## config.mk

```make
export PLATFORM = sky130hd
export DESIGN_NAME = bin2bcd_seq
export DESIGN_NICKNAME = d
export VERILOG_FILES = /design/src/rtl/x7seg_pkg.sv /design/src/rtl/bcd_add3.sv /design/src/rtl/bin2bcd_seq.sv
export SDC_FILE = /design/constraint.sdc
export NUM_CORES = 1
export LEC_CHECK = 0
export CORE_MARGIN = 8
export CORE_UTILIZATION = 40
export CTS_CLUSTER_DIAMETER = 120
export DETAILED_ROUTE_END_ITERATION = 6
export DONT_BUFFER_PORTS = 1
export HOLD_SLACK_MARGIN = 0.06
export PLACE_DENSITY_LB_ADDON = 0.15
export SYNTH_ARGS = -nofsm -noshare
export SYNTH_HDL_FRONTEND = slang
export SYNTH_SLANG_ARGS = --single-unit
```

## constraint.sdc

```tcl
create_clock -name clk -period 1.6 [get_ports clk]
set_clock_uncertainty 0.15 [all_clocks]
set_input_delay 0.08 -clock clk [delete_from_list [all_inputs] [get_ports clk]]
set_output_delay 0.08 -clock clk [all_outputs]
set_load 0.01 [all_outputs]
```

## src/rtl/x7seg_pkg.sv

```systemverilog
// x7seg_pkg -- shared definitions for the binary-to-BCD converter and the
// 4-digit multiplexed 7-segment display driver.
//   state_t    : converter FSM state encoding (IDLE, SHIFT, DONE)
//   BCD_W      : bits per BCD digit
//   NUM_DIGITS : digits on the display / in the BCD accumulator
//   MAX_DEC    : largest value representable in NUM_DIGITS decimal digits
//   SAT_VALUE  : display value used when a conversion saturates
package x7seg_pkg;

   typedef enum logic [1:0] {
      IDLE  = 2'd0,
      SHIFT = 2'd1,
      DONE  = 2'd2
   } state_t;

   localparam int unsigned BCD_W      = 4;
   localparam int unsigned NUM_DIGITS = 4;
   localparam logic [13:0] MAX_DEC    = 14'd9999;
   localparam logic [15:0] SAT_VALUE  = 16'h9999;

endpackage

```

## src/rtl/bcd_add3.sv

```systemverilog
// bcd_add3 -- per-digit correction step of the shift-add-3 algorithm.
// A digit of 5 or more is biased by 3 so that the following left shift
// carries correctly into the next decimal digit.
// Ports:
//   d : BCD digit before correction
//   q : corrected digit, (d >= 5) ? d + 3 : d
module bcd_add3
   import x7seg_pkg::*;
(
   input  logic [BCD_W-1:0] d,
   output logic [BCD_W-1:0] q
);

   always_comb begin
      q = d;
      if (d >= BCD_W'(5))
         q = d + BCD_W'(3);
   end

endmodule

```

## src/rtl/bin2bcd_seq.sv

```systemverilog
// bin2bcd_seq -- sequential binary-to-BCD converter, one bit per clock.
// Produces the 16-bit x bus for the 4-digit 7-segment driver.
// Ports:
//   clk   : clock
//   clr   : asynchronous active-high reset
//   start : conversion request, accepted only in IDLE
//   bin   : binary value, sampled on the edge that accepts start
//   busy  : high while in SHIFT or DONE
//   done  : one-cycle pulse; bcd/ovf take their new values in this cycle
//   ovf   : input exceeded 9999 (held with bcd)
//   bcd   : {d3,d2,d1,d0}, d0 in [3:0]
// Build option:
//   BIN2BCD_SAT_EN : when defined, an overflowing input displays 16'h9999;
//                    otherwise the display shows bin mod 10000.
module bin2bcd_seq
   import x7seg_pkg::*;
#(
   parameter int unsigned BIN_W  = 14,
   parameter int unsigned DIGITS = 4
) (
   input  logic             clk,
   input  logic             clr,
   input  logic             start,
   input  logic [BIN_W-1:0] bin,
   output logic             busy,
   output logic             done,
   output logic             ovf,
   output logic [15:0]      bcd
);

   localparam int unsigned ACC_W = BCD_W * NUM_DIGITS;
   localparam int unsigned CNT_W = $clog2(BIN_W);

   if (BIN_W < 4 || BIN_W > 14) begin : g_bad_bin_w
      $error("bin2bcd_seq: BIN_W must be in 4..14");
   end
   if (DIGITS != NUM_DIGITS) begin : g_bad_digits
      $error("bin2bcd_seq: DIGITS must be 4");
   end

   state_t state, state_next;

   logic [ACC_W-1:0]       bcd_acc;
   logic [ACC_W-1:0]       bcd_corr;
   logic [BIN_W-1:0]       bin_acc;
   logic [CNT_W-1:0]       cnt;
   logic                   ovf_n;
   logic                   last;
   logic [ACC_W+BIN_W-1:0] shifted;
   logic [ACC_W-1:0]       result;

   for (genvar i = 0; i < NUM_DIGITS; i++) begin : g_digit
      bcd_add3 u_add3 (
         .d (bcd_acc[i*BCD_W +: BCD_W]),
         .q (bcd_corr[i*BCD_W +: BCD_W])
      );
   end

   // The bit shifted out of d3 is dropped, which leaves bin mod 10000.
   assign shifted = {bcd_corr, bin_acc} << 1;
   assign last    = (cnt == CNT_W'(BIN_W - 1));

`ifdef BIN2BCD_SAT_EN
   assign result = ovf_n ? SAT_VALUE : shifted[BIN_W +: ACC_W];
`else
   assign result = shifted[BIN_W +: ACC_W];
`endif

   // State register
   always_ff @(posedge clk or posedge clr) begin
      if (clr)
         state <= IDLE;
      else
         state <= state_next;
   end

   // Next-state logic
   always_comb begin
      state_next = state;
      unique case (state)
         IDLE:    if (start) state_next = SHIFT;
         SHIFT:   if (last)  state_next = DONE;
         DONE:    state_next = IDLE;
         default: state_next = IDLE;
      endcase
   end

   // Outputs decoded from state; DONE lasts exactly one cycle, so done
   // is the one-cycle pulse that coincides with the new bcd/ovf values.
   always_comb begin
      busy = 1'b0;
      done = 1'b0;
      unique case (state)
         SHIFT:   busy = 1'b1;
         DONE:    begin busy = 1'b1; done = 1'b1; end
         default: ;
      endcase
   end

   // Datapath
   always_ff @(posedge clk or posedge clr) begin
      if (clr) begin
         bcd_acc <= '0;
         bin_acc <= '0;
         cnt     <= '0;
         ovf_n   <= 1'b0;
         bcd     <= '0;
         ovf     <= 1'b0;
      end else begin
         unique case (state)
            IDLE: begin
               if (start) begin
                  bcd_acc <= '0;
                  bin_acc <= bin;
                  cnt     <= '0;
                  ovf_n   <= (32'(bin) > 32'(MAX_DEC));
               end
            end
            SHIFT: begin
               {bcd_acc, bin_acc} <= shifted;
               cnt                <= cnt + CNT_W'(1);
               if (last) begin
                  bcd <= result;
                  ovf <= ovf_n;
               end
            end
            default: ;
         endcase
      end
   end

endmodule

```

# Yosys cells after proc, flatten, opt, wreduce, memory -nomap -nowiden
# Cells that the tools add are included.
# word_totals
regBits,54
inputBits,17
wordCells,44
# op_classes
addsub,5
n_lt_le_gt_ge,5
n_eq_ne,5
n_mux,15
n_reduce_logical,7
# op_table
operator,n
16-bit case mux with 2 select lines,1
14-bit case mux with 2 select lines,1
"4-bit by 3-bit greater-or-equal comparator with 1-bit output, second input constant",4
16-bit two-way mux,1
4-bit two-way mux,4
"14-bit greater-than comparator, second input constant",1
14-bit two-way mux,1
"4-bit by 2-bit adder with 4-bit output, second input constant",3
4-bit case mux with 2 select lines,1
2-bit AND reduction,4
"4-bit by 1-bit adder with 4-bit output, second input constant",1
"4-bit == test, second input constant",1
2-bit two-way mux,2
"2-bit != test, second input constant",2
2-bit case mux with 2 select lines,1
"3-bit by 2-bit adder with 3-bit output, second input constant",1
3-bit two-way mux,1
"2-bit by 1-bit == test with 1-bit output, second input constant",1
"2-bit == test, second input constant",1
2-bit zero test,1
1-bit two-way mux,2
2-bit nonzero test,1
2-bit OR reduction,1

# Depth between registers and ports, before layout
# depth
ltp_word,3
ltp_mapped,7
ltp_nobuf,6

# By module
# A second synthesis with hierarchy kept.
# hier_totals
cells_unflattened,240
area_unflattened_um2,2807.7
# modules_own_cells
module,instances,cells_per_inst,area_per_inst_um2
bin2bcd_seq,1,176,2402.3
bcd_add3,4,16,101.3

# Least setup slack after synthesis
# OpenSTA, ideal clock, no wires.
# synth_path
kind,reg-to-reg
start,register bcd_acc[0]
end,register bcd[2]
setup_time_ns,0.083
t_arrival_ns,1.445
required_ns,1.367
slack_ns,-0.077
path_stages_with_launch,7
path_buffers,0
period_less_slack_ns,1.677
cell_sequence,dfrtp_1 -> inv_1 -> ha_1 -> nand2b_1 -> a21oi_1 -> mux2_2 -> o21ai_0
# synth_via
elab_chain_cells,2
elab_cells_between_ends,3
# synth_lines
item,line_no,source
start: declaration,bin2bcd_seq.sv:43,logic [ACC_W-1:0] bcd_acc;
start signal: assignment,bin2bcd_seq.sv:120,"{bcd_acc, bin_acc} <= shifted;"
4-bit by 2-bit adder with 4-bit output or 4-bit by 3-bit greater-or-equal comparator with 1-bit output (tied branches),"bcd_add3.sv:17, bcd_add3.sv:16",
4-bit two-way mux (*),bcd_add3.sv:16,if (d >= BCD_W'(5))
end signal: assignment,bin2bcd_seq.sv:123,bcd <= result;
end: declaration,bin2bcd_seq.sv:28,output logic [15:0] bcd
# Mark *: on every way between the ends. The rest lies on a longest branch, timed or not.
# A chain may end at the register's enable or synchronous reset.

# Final worst setup path
# layout_path
start,register state[0]
end,register bcd_acc[3]
# layout_via
elab_chain_cells,3
elab_cells_between_ends,6
# layout_lines
item,line_no,source
start: declaration,bin2bcd_seq.sv:41,"state_t state, state_next;"
start signal: assignment,bin2bcd_seq.sv:74,state <= state_next;
2-bit by 1-bit == test with 1-bit output or 2-bit zero test (tied branches),bin2bcd_seq.sv:110,unique case (state)
2-bit nonzero test (no line) or 2-bit != test (tied branches),n/a,
2-bit AND reduction (no line),n/a,
# Several ways; a longest one is shown, not always the timed one.

==> flow_summary_export.csv <==
group,metric,value,unit
status,status,"complete, but fails checks",
status,violations,"setup timing",
clocking,cts_tree,"yes",
global_route,grt_usage,12.5,%
clocking,numCtsBuffers,5,
clocking,clockBufferDepth,2,
placed_design,routabilityCongestion,0.801,
pwr,p_clk_share,18.9,%
setup_path,crit_fanout,6,
route,drc,0,
pwr,power.leakage,1.59,nW
setup_path,worstSetupEndpoint,"bcd_acc[3]",
worst_hold_path,holdPathStages,3,
placed_design,placed_area,3020,sq um
yosys,synth_fp_nets,285,
setup_path,path_cells,"inv_2 > ha_4 > nand2b_4 > o21a_4 > buf_12 > o31ai_1 > a32o_1",
global_route,grt_start_max_net_pins,55,
setup_path,end_kind,"flip-flop",
setup_path,critPathKind,"flip-flop to flip-flop",
setup_path,crit_start,"state[0]",
route,routedWlPerCell,15.3,um
global_route,grt_pass1_vias,2080,
pwr,sw_frac_of_total,34.8,%
yosys,ys_seq_area_share,51.5,%
floorplanning,rows,29,
final_layout,areaGrowthSynthToFinish,38.1,%
timing,hold_viol_final,0,
setup_path,worstRegToRegCells,7,
clocking,htree_levels,2,
timing,maxSlewViolCount,0,
placed_design,dp_hpwl,3860,um
clocking,root_buffer,"clkbuf_8",
final_layout,fillers,538,
run,maxCapViolCount,0,
pwr,p_int,3.85,mW
setup_path,r2r_setup_slack,-0.01,ns
timing,slew_headroom,78.5,%
floorplanning,die_area,9410,sq um
timing,finalCritPeriodShare,101,%
route,drt_iter0_drc,72,
pwr,p_per_area,1630,nW/um^2
worst_hold_path,holdCritStartpoint,"start",
global_route,gr-total-overflow,0,
global_route,grt_pass1_wl,10100,um
yosys,syn_area_per_cell,10.4,sq um
route,drtAntennaViolNets,0,
setup_path,required,1.64,ns
global_route,antenna_found_initial,0,
pwr,p_total,5.91,mW
placed_design,io_buffers,0,
setup_path,critPathLaunchType,"flip-flop",
route,via_count,2001,
floorplanning,chipHeight,97.0,um
setup_path,cpPeakStageDelay,0.42,ns
floorplanning,pin_count,36,
pwr,p_comb_share,49.2,%
timing,setup-violations-final,4,
placed_design,dp_slack,-0.0801,ns
timing,setup-tns-final,-0.0314,ns
floorplanning,dieWidth,97.0,um
setup_path,r2r_end,"bcd_acc[3]",
setup_path,cp.arrival,1.66,ns
clocking,cts.sinks,54,
yosys,syn_inst,253,
yosys,ys.warnings.count,0,
timing,setup_slack,-0.0119,ns
worst_hold_path,min_path_type,"primary input to flip-flop",
clocking,path_clk_slew,0.10,ns
timing,fin_crit,1.61,ns
final_layout,n_antenna_cell,0,
final_layout,nNetsFinal,343,
timing,rsz0062_at_grt,"yes",
yosys,synth_cell_types,32,
yosys,synth_area,2620,sq um
pwr,p_switching,2.05,mW
final_layout,final_area,3620,sq um
clocking,clk_latency,0.30,ns
timing,tightest_slew,0.320,ns
route,routed_via_density,5.14,
setup_path,cp_slowest_cell,"dfrtp_2",
route,firstDrtPassIters,5,
setup_path,reg2reg_from,"state[0]",
yosys,synth-seq-cells,54,
pwr,ir_worst_vdd,0.000943,V
pwr,p_seq_share,31.9,%
floorplanning,initial_core_util,41.3,%
route,drt-total-wl,5930,um
final_layout,drive_above_1_share,32.4,%
floorplanning,placeableCoreArea,6350,sq um
timing,fmax,0.620,GHz
power groups by stage:
stage,logic (mW),registers (mW),clock network [mW]
floorplan,1.39,1.84,0
global placement,2.12,1.89,0
detailed placement,2.16,1.89,0
CTS,2.57,1.88,1.15
global route,3.19,1.93,1.18
finish,2.91,1.89,1.11
cell type report:
class	count	area (sq um)	share of cell area [%]
Multi-Input combinational cell	176	1400	38.7
Clock inverter	2	60.1	1.66
Inverter	13	48.8	1.35
Sequential cell	54	1350	37.3
Timing Repair Buffer	61	581	16.0
Clock buffer	6	82.6	2.28
Tap cell	77	96.3	2.66
how the worst min path moves through the flow:
stage | end | slack (ns)
6_report | bcd_acc[6] | 0.1
5_1_grt | bcd_acc[6] | 0.13
4_1_cts | bcd_acc[6] | 0.08
3_5_place_dp | bcd_acc[12] | -0.10
3_3_place_gp | bin_acc[8] | -0.10
2_1_floorplan | bin_acc[0] | 0.07
through the flow:
stage          hold slack (ns)  instances  util [%]
6_report                0.0965        389      57.1
5_1_grt                  0.125        389      57.1
4_1_cts                 0.0816        384      54.5
3_5_place_dp            -0.104        357      47.6
3_3_place_gp            -0.103        357      47.6
2_1_floorplan           0.0700        253         -
registers in the layout (all words and copies together) (netlist names):
name and flops:
ovf 1, bcd 16, ovf_n 1, state 2, bcd_acc 16, bin_acc 14
cnt 4
critical path: cells and delay by family, from the launching register on:
family | cells | cell delay [ns]
buf+inv | 2 | 0.18
flops | 1 | 0.42
compound gates | 3 | 0.45
simple gates | 1 | 0.11
fa+ha+maj | 1 | 0.18
routing by layer:
metal / share of wire [%] / vias up / global-route usage [%]
li1: - / 997 / -
met1: 46 / 952 / 15.6
met2: 47 / 47 / 20.4
met3: 5.9 / 5 / 3.84
met4: 0.74 / 0 / 2.84
met5: 0 / - / 0
cell usage after synthesis (all sizes together):
master / n / area share [%]
a21boi: 1 / 0.29
a21oi: 11 / 2.1
a22o: 2 / 0.67
a32o: 4 / 1.5
and2: 1 / 0.24
and3: 1 / 0.24
buf: 6 / 1.7
clkbuf: 4 / 0.62
dfrtp: 54 / 52
ha: 15 / 7.2
inv: 13 / 1.9
mux2: 6 / 2.6
mux2i: 14 / 5.3
nand2: 41 / 6.0
nand2b: 6 / 1.7
nand3: 3 / 0.57
nand4: 1 / 0.24
nor2: 1 / 0.14
nor3b: 7 / 2.0
nor4: 1 / 0.24
o21a: 1 / 0.29
o21ai: 43 / 8.3
o22ai: 8 / 1.9
o31ai: 5 / 1.4
xnor2: 4 / 1.3
layout by cell type (no fill, tap or decap), types with 5 or more instances in the layout:
| master | synthesis | layout |
|---|---|---|
| mux2i_1 | 14 | 14 |
| a21oi_1 | 11 | 6 |
| o31ai_1 | 5 | 5 |
| o21ai_0 | 39 | 26 |
| dfrtp_1 | 54 | 53 |
| clkbuf_8 | 0 | 6 |
| nand2b_4 | 1 | 5 |
| nor3b_1 | 7 | 7 |
| o21ai_1 | 3 | 12 |
| inv_2 | 0 | 9 |
| dlygate4sd3_1 | 0 | 17 |
| nand2_1 | 40 | 40 |
| ha_1 | 15 | 7 |
| buf_4 | 1 | 35 |
cell families after synthesis:
family          after synthesis  share of synthesized area (%)
compound gates               75                           16.5
fa+ha+maj                    15                           7.15
simple gates                 62                           11.3
mux                          20                           7.92
xor+xnor                      4                           1.34
buf+inv                      23                           4.20
flops                        54                           51.5
timing repair:
item / 4_1_cts / 5_1_grt
hold endpoints to repair: 69 / 0
buffers inserted: 1 / 3
cloned: 1 / 2
hold buffers: 17 / 0
endpoints found under the setup margin: 37 / 49
pin swaps: 8 / 8
resized for setup: 29 / 37
No activity file was read; power rests on OpenSTA's default activity.
